[src/rtl/matrix_loader.sv]
// matrix_loader: assembles a row-major stream of 16 elements into a 4x4
// matrix presented on a flat parallel bus, held until acknowledged.
// Elements collect in a fill buffer; mat_out (front buffer) is updated
// atomically on a correctly framed completion only.
// Optional: define MATRIX_LOADER_DBUF_EN for double buffering (the next
// matrix fills while the current one is held).
module matrix_loader #(
  parameter int DATA_W = 32,
  parameter int N      = 4
) (
  input  logic                    clk,
  input  logic                    rst,
  input  logic [DATA_W-1:0]       in_data,
  input  logic                    in_valid,
  input  logic                    in_last,
  output logic                    in_ready,
  output logic [N*N*DATA_W-1:0]   mat_out,
  output logic                    matrix_valid,
  input  logic                    matrix_ack,
  output logic                    frame_err,
  input  logic                    clr_err
);

  localparam int         ELEMS    = N * N;
  localparam logic [3:0] LAST_IDX = 4'(ELEMS - 1);

  // Only the 4x4 geometry is supported; refuse to elaborate otherwise.
  if (N != 4) begin : g_bad_n
    $error("matrix_loader: N must be 4");
  end

  typedef enum logic {LOAD = 1'b0, HOLD = 1'b1} state_t;

  state_t                    state_reg, state_next;
  logic [3:0]                idx_reg, idx_next;
  logic                      ready_reg, ready_next;
  logic                      valid_reg, valid_next;
  logic                      err_reg, err_next;
  logic [DATA_W-1:0]         fill_reg [ELEMS];
  logic [ELEMS*DATA_W-1:0]   mat_reg;
  logic [ELEMS*DATA_W-1:0]   fill_flat;
  logic [ELEMS*DATA_W-1:0]   direct_flat;
  logic                      accept, last_slot, bad_frame, complete, ack;
  logic                      fill_we, load_direct, load_fill;
`ifdef MATRIX_LOADER_DBUF_EN
  logic                      pending_reg, pending_next;
`endif

  // Flatten the fill buffer so it can be copied to mat_out in one edge.
  for (genvar gi = 0; gi < ELEMS; gi++) begin : g_flat
    assign fill_flat[gi*DATA_W +: DATA_W] = fill_reg[gi];
  end

  // Completion copies the 15 buffered elements plus the element on the bus.
  assign direct_flat = {in_data, fill_flat[(ELEMS-1)*DATA_W-1:0]};

  assign accept    = in_valid & ready_reg;
  assign last_slot = (idx_reg == LAST_IDX);
  assign bad_frame = accept & (in_last != last_slot);
  assign complete  = accept & in_last & last_slot;
  assign ack       = matrix_ack & valid_reg;

  assign in_ready     = ready_reg;
  assign mat_out      = mat_reg;
  assign matrix_valid = valid_reg;
  assign frame_err    = err_reg;

  // Next-state and control: indexing, framing check, LOAD/HOLD handshake.
  always_comb begin
    state_next  = state_reg;
    idx_next    = idx_reg;
    ready_next  = ready_reg;
    valid_next  = valid_reg;
    err_next    = bad_frame ? 1'b1 : (clr_err ? 1'b0 : err_reg);
    fill_we     = 1'b0;
    load_direct = 1'b0;
    load_fill   = 1'b0;
`ifdef MATRIX_LOADER_DBUF_EN
    pending_next = pending_reg;
`endif

    // A misframed element is dropped and the partial matrix abandoned.
    if (accept) begin
      if (bad_frame) begin
        idx_next = '0;
      end else begin
        fill_we  = 1'b1;
        idx_next = idx_reg + 4'd1;
      end
    end

    case (state_reg)
      LOAD: begin
        ready_next = 1'b1;
        if (complete) begin
          state_next  = HOLD;
          valid_next  = 1'b1;
          load_direct = 1'b1;
`ifndef MATRIX_LOADER_DBUF_EN
          ready_next  = 1'b0;
`endif
        end
      end
      HOLD: begin
`ifdef MATRIX_LOADER_DBUF_EN
        if (pending_reg) begin
          // Back buffer full: wait for the consumer, then swap it in.
          ready_next = 1'b0;
          if (ack) begin
            load_fill    = 1'b1;
            pending_next = 1'b0;
            ready_next   = 1'b1;
          end
        end else begin
          ready_next = 1'b1;
          if (complete && ack) begin
            load_direct = 1'b1;
          end else if (complete) begin
            pending_next = 1'b1;
            ready_next   = 1'b0;
          end else if (ack) begin
            state_next = LOAD;
            valid_next = 1'b0;
          end
        end
`else
        ready_next = 1'b0;
        if (ack) begin
          state_next = LOAD;
          valid_next = 1'b0;
          ready_next = 1'b1;
        end
`endif
      end
      default: state_next = LOAD;
    endcase
  end

  // State, buffers and flags; reset discards everything in flight.
  always_ff @(posedge clk) begin
    if (!rst) begin
      state_reg <= LOAD;
      idx_reg   <= '0;
      ready_reg <= 1'b0;
      valid_reg <= 1'b0;
      err_reg   <= 1'b0;
      mat_reg   <= '0;
      for (int i = 0; i < ELEMS; i++) fill_reg[i] <= '0;
`ifdef MATRIX_LOADER_DBUF_EN
      pending_reg <= 1'b0;
`endif
    end else begin
      state_reg <= state_next;
      idx_reg   <= idx_next;
      ready_reg <= ready_next;
      valid_reg <= valid_next;
      err_reg   <= err_next;
      if (fill_we) fill_reg[idx_reg] <= in_data;
      if (load_direct)    mat_reg <= direct_flat;
      else if (load_fill) mat_reg <= fill_flat;
`ifdef MATRIX_LOADER_DBUF_EN
      pending_reg <= pending_next;
`endif
    end
  end

endmodule
[config.mk]
export PLATFORM = sky130hd
export DESIGN_NAME = matrix_loader
export DESIGN_NICKNAME = d
export VERILOG_FILES = /design/src/rtl/matrix_loader.sv
export SDC_FILE = /design/constraint.sdc
export NUM_CORES = 2
export LEC_CHECK = 0
export BUFFER_PORTS_ARGS = -buffer_cell sky130_fd_sc_hd__buf_2
export CORE_MARGIN = 4
export CORE_UTILIZATION = 40
export CTS_CLUSTER_DIAMETER = 30
export DETAILED_ROUTE_END_ITERATION = 8
export GPL_TIMING_DRIVEN = 0
export HOLD_SLACK_MARGIN = 0.15
export PLACE_DENSITY = 0.63
export SYNTH_ARGS = -nofsm -noshare
export SYNTH_HDL_FRONTEND = slang
export SYNTH_SLANG_ARGS = --single-unit
export TNS_END_PERCENT = 10
[constraint.sdc]
create_clock -name clk -period 11.3 [get_ports clk]
set_input_delay 1.13 -clock clk [delete_from_list [all_inputs] [get_ports clk]]
set_output_delay 1.13 -clock clk [all_outputs]
set_load 0.02 [all_outputs]
==> flow_metrics.py <==
metrics = {
    "floorplanning": {
        "core_area_um2": 90400,
        "die_width_um": 311,
        "die_y_um": 311,
        "start_util": 0.405,
        "dieArea_um2": 96500,
        "row_count": 110,
        "io_pins": 553,
    },
    "timing": {
        "rsz0062_at_grt": "false",
        "timing.setup.tns_ns": 0,
        "hold_violations": 0,
        "period_share": 0.297,
        "fmax_mhz": 298,
        "final-setup-viol-count": 0,
        "fin_skew_ns": 0.0340,
        "drv_slew": 0,
        "period_needed_ns": 3.36,
        "holdWs_ns": 0.447,
        "worst_pin_slew_ns": 1.18,
        "maxSlewHeadroom": 0.211,
        "worst_slack_ns": 7.94,
    },
    "logic_synthesis": {
        "synth_cells": 3461,
        "ys_ff_latch": 1000,
        "yosysTopAreaCellShare": 0.394,
        "yosysMostFrequentCell": "nand2_1",
        "synthFlopType": "dfxtp_1",
        "synthTopCellsByArea": "edfxtp_1, dfxtp_1, nand2_1",
        "synth_edf_count": 480,
        "syn-num-nets": 3503,
        "synth_warnings": 0,
        "yosys.cell_types.count": 27,
        "netlist.top_cell.by_area": "edfxtp_1",
        "synth_common_cells": "nand2_1, dfxtp_1, nor2_1",
        "ys_seq_area_frac": 0.678,
        "syn_avg_cell_area_um2": 10.6,
        "syn_area_um2": 36600,
        "synth-async-reset-ratio": 0,
    },
    "worst_setup_path": {
        "crit_required_ns": 11.74,
        "path_cells": "ha_1, xnor2_1, nand4_1, buf_2, o21ai_4, buf_12",
        "cp.depth": 6,
        "cp_slowest_cell": "nand4_1",
        "path_max_fanout": 26,
        "cp_num_buf_inv": 2,
        "crit_path_end_kind": "register",
        "reg2regPathDepth": 6,
        "startpoint_type": "register",
        "r2r-start": "idx_reg[0]",
        "crit_family": "simple AND/OR/NAND/NOR gates",
        "critPathKind": "register to register",
        "crit_path_max_incr_delay_ns": 0.89,
        "critPathLaunch": "idx_reg[0]",
        "worstPathArrival_ns": 3.80,
    },
    "clock_tree": {
        "h-tree-depth": 4,
        "cts_buffers": 197,
        "clk_latency_ns": 0.77,
        "path_clk_slew_ns": 0.05,
        "cts_hold_buffers": 0,
        "post_cts.repair.setup_buffers": 0,
        "post_cts_resize_count": 0,
        "clockBufferDepth": 3,
        "cts.sinks": 1000,
        "cts_tree": "yes",
        "cts-root-buf": "clkbuf_16",
    },
    "global_route": {
        "grt_max_degree": 30,
        "grt_use_total": 0.269,
        "grt_pass1_wl_mm": 189,
        "grt-ovfl-total": 0,
        "first_global_vias": 27607,
        "antenna_found_initial": 6,
    },
    "flow_run": {
        "drv_cap": 0,
    },
    "drt": {
        "drcViolationCount": 0,
        "avgRoutedWirePerCell_um": 23.8,
        "dr.first_iter.drc_count": 2452,
        "vias": 28019,
        "drtAntennaViolNets": 0,
        "vias_per_cell": 5.01,
        "firstDrtPassIters": 6,
        "drt_wl_total_mm": 133,
    },
    "placement": {
        "place.gp.congestion": 0.831,
        "hpwl_mm": 95.1,
        "io_buffers": 550,
        "dpl_worst_slack_ns": 7.28,
        "placed_cell_area_um2": 41400,
    },
    "cells_and_area": {
        "drive_gt1_frac": 0.240,
        "largest_reg_flops": 512,
        "nets": 4267,
        "fin_area_um2": 48400,
        "syn2layout_area_growth_pct": 32.1,
        "fin_util": 0.535,
    },
    "hold_path": {
        "worstHoldPathType": "register to register",
        "hold_depth": 2,
        "hold_start": "mat_out[91]",
    },
    "pwr": {
        "power_density_nw_per_um2": 208,
        "peakVddDrop_mv": 0.148,
        "leakagePower_nw": 18.7,
    },
    "outcome": {
        "status": "finished clean",
    },
}
cell families after synthesis:
kind of cell    share of synthesized area
compound gates                      0.109
fa+ha+maj                         0.00137
xor+xnor                         0.000478
simple gates                        0.172
flops                               0.678
buf+inv                            0.0394
final timing paths:
kind                       to  slack [ns]
max          fill_reg[13][12]        7.94
min               mat_out[91]        0.45
max reg2reg  fill_reg[13][12]        7.94
min reg2reg       mat_out[91]        0.45
area by class of cell:
class	instances	area, µm²
antenna	11	27.5
fill	8006	42000
buffer	246	1430
tap	1176	1470
clock inverter	128	1450
multi-input combinational	2209	10500
timing repair buffer	565	3080
sequential	1000	24800
inverter	6	22.5
clock buffer	247	5550
where the power goes:
group | switching [W] | internal, W
clock network | 0.00203 | 0.00394
registers | 0.0000211 | 0.00386
logic | 0.000160 | 0.0000559
tightest hold or removal path: stages, from the launching register on:
cell	delay, ns
dfxtp_1	0.30
nand2_1	0.05
a21boi_1	0.05
layer usage:
layer / track usage / share of wire
met1: 0.338 / 0.41
met2: 0.441 / 0.47
met3: 0.0757 / 0.081
met4: 0.106 / 0.036
met5: 0 / 0
cells in the final DEF (no fill, tap or decap), types with 17 or more instances in the layout:
| cell | n |
|---|---|
| clkbuf_16 | 207 |
| a21boi_1 | 471 |
| nand2_1 | 1159 |
| clkinv_2 | 26 |
| bufinv_16 | 19 |
| clkbuf_8 | 22 |
| a21boi_0 | 44 |
| dfxtp_1 | 520 |
| buf_2 | 616 |
| buf_6 | 52 |
| clkinvlp_4 | 17 |
| clkinv_4 | 22 |
| edfxtp_1 | 480 |
| clkbuf_1 | 130 |
| nor2_1 | 482 |
metrics by stage:
step | total power (W) | cells
finish | 0.0101 | 5588
global route | 0.0103 | 5577
CTS | 0.0101 | 5577
detailed placement | 0.00416 | 5202
global placement | 0.00416 | 5187
floorplan | 0.00404 | 3461
Note: power is estimated with default switching activity, not from simulation.
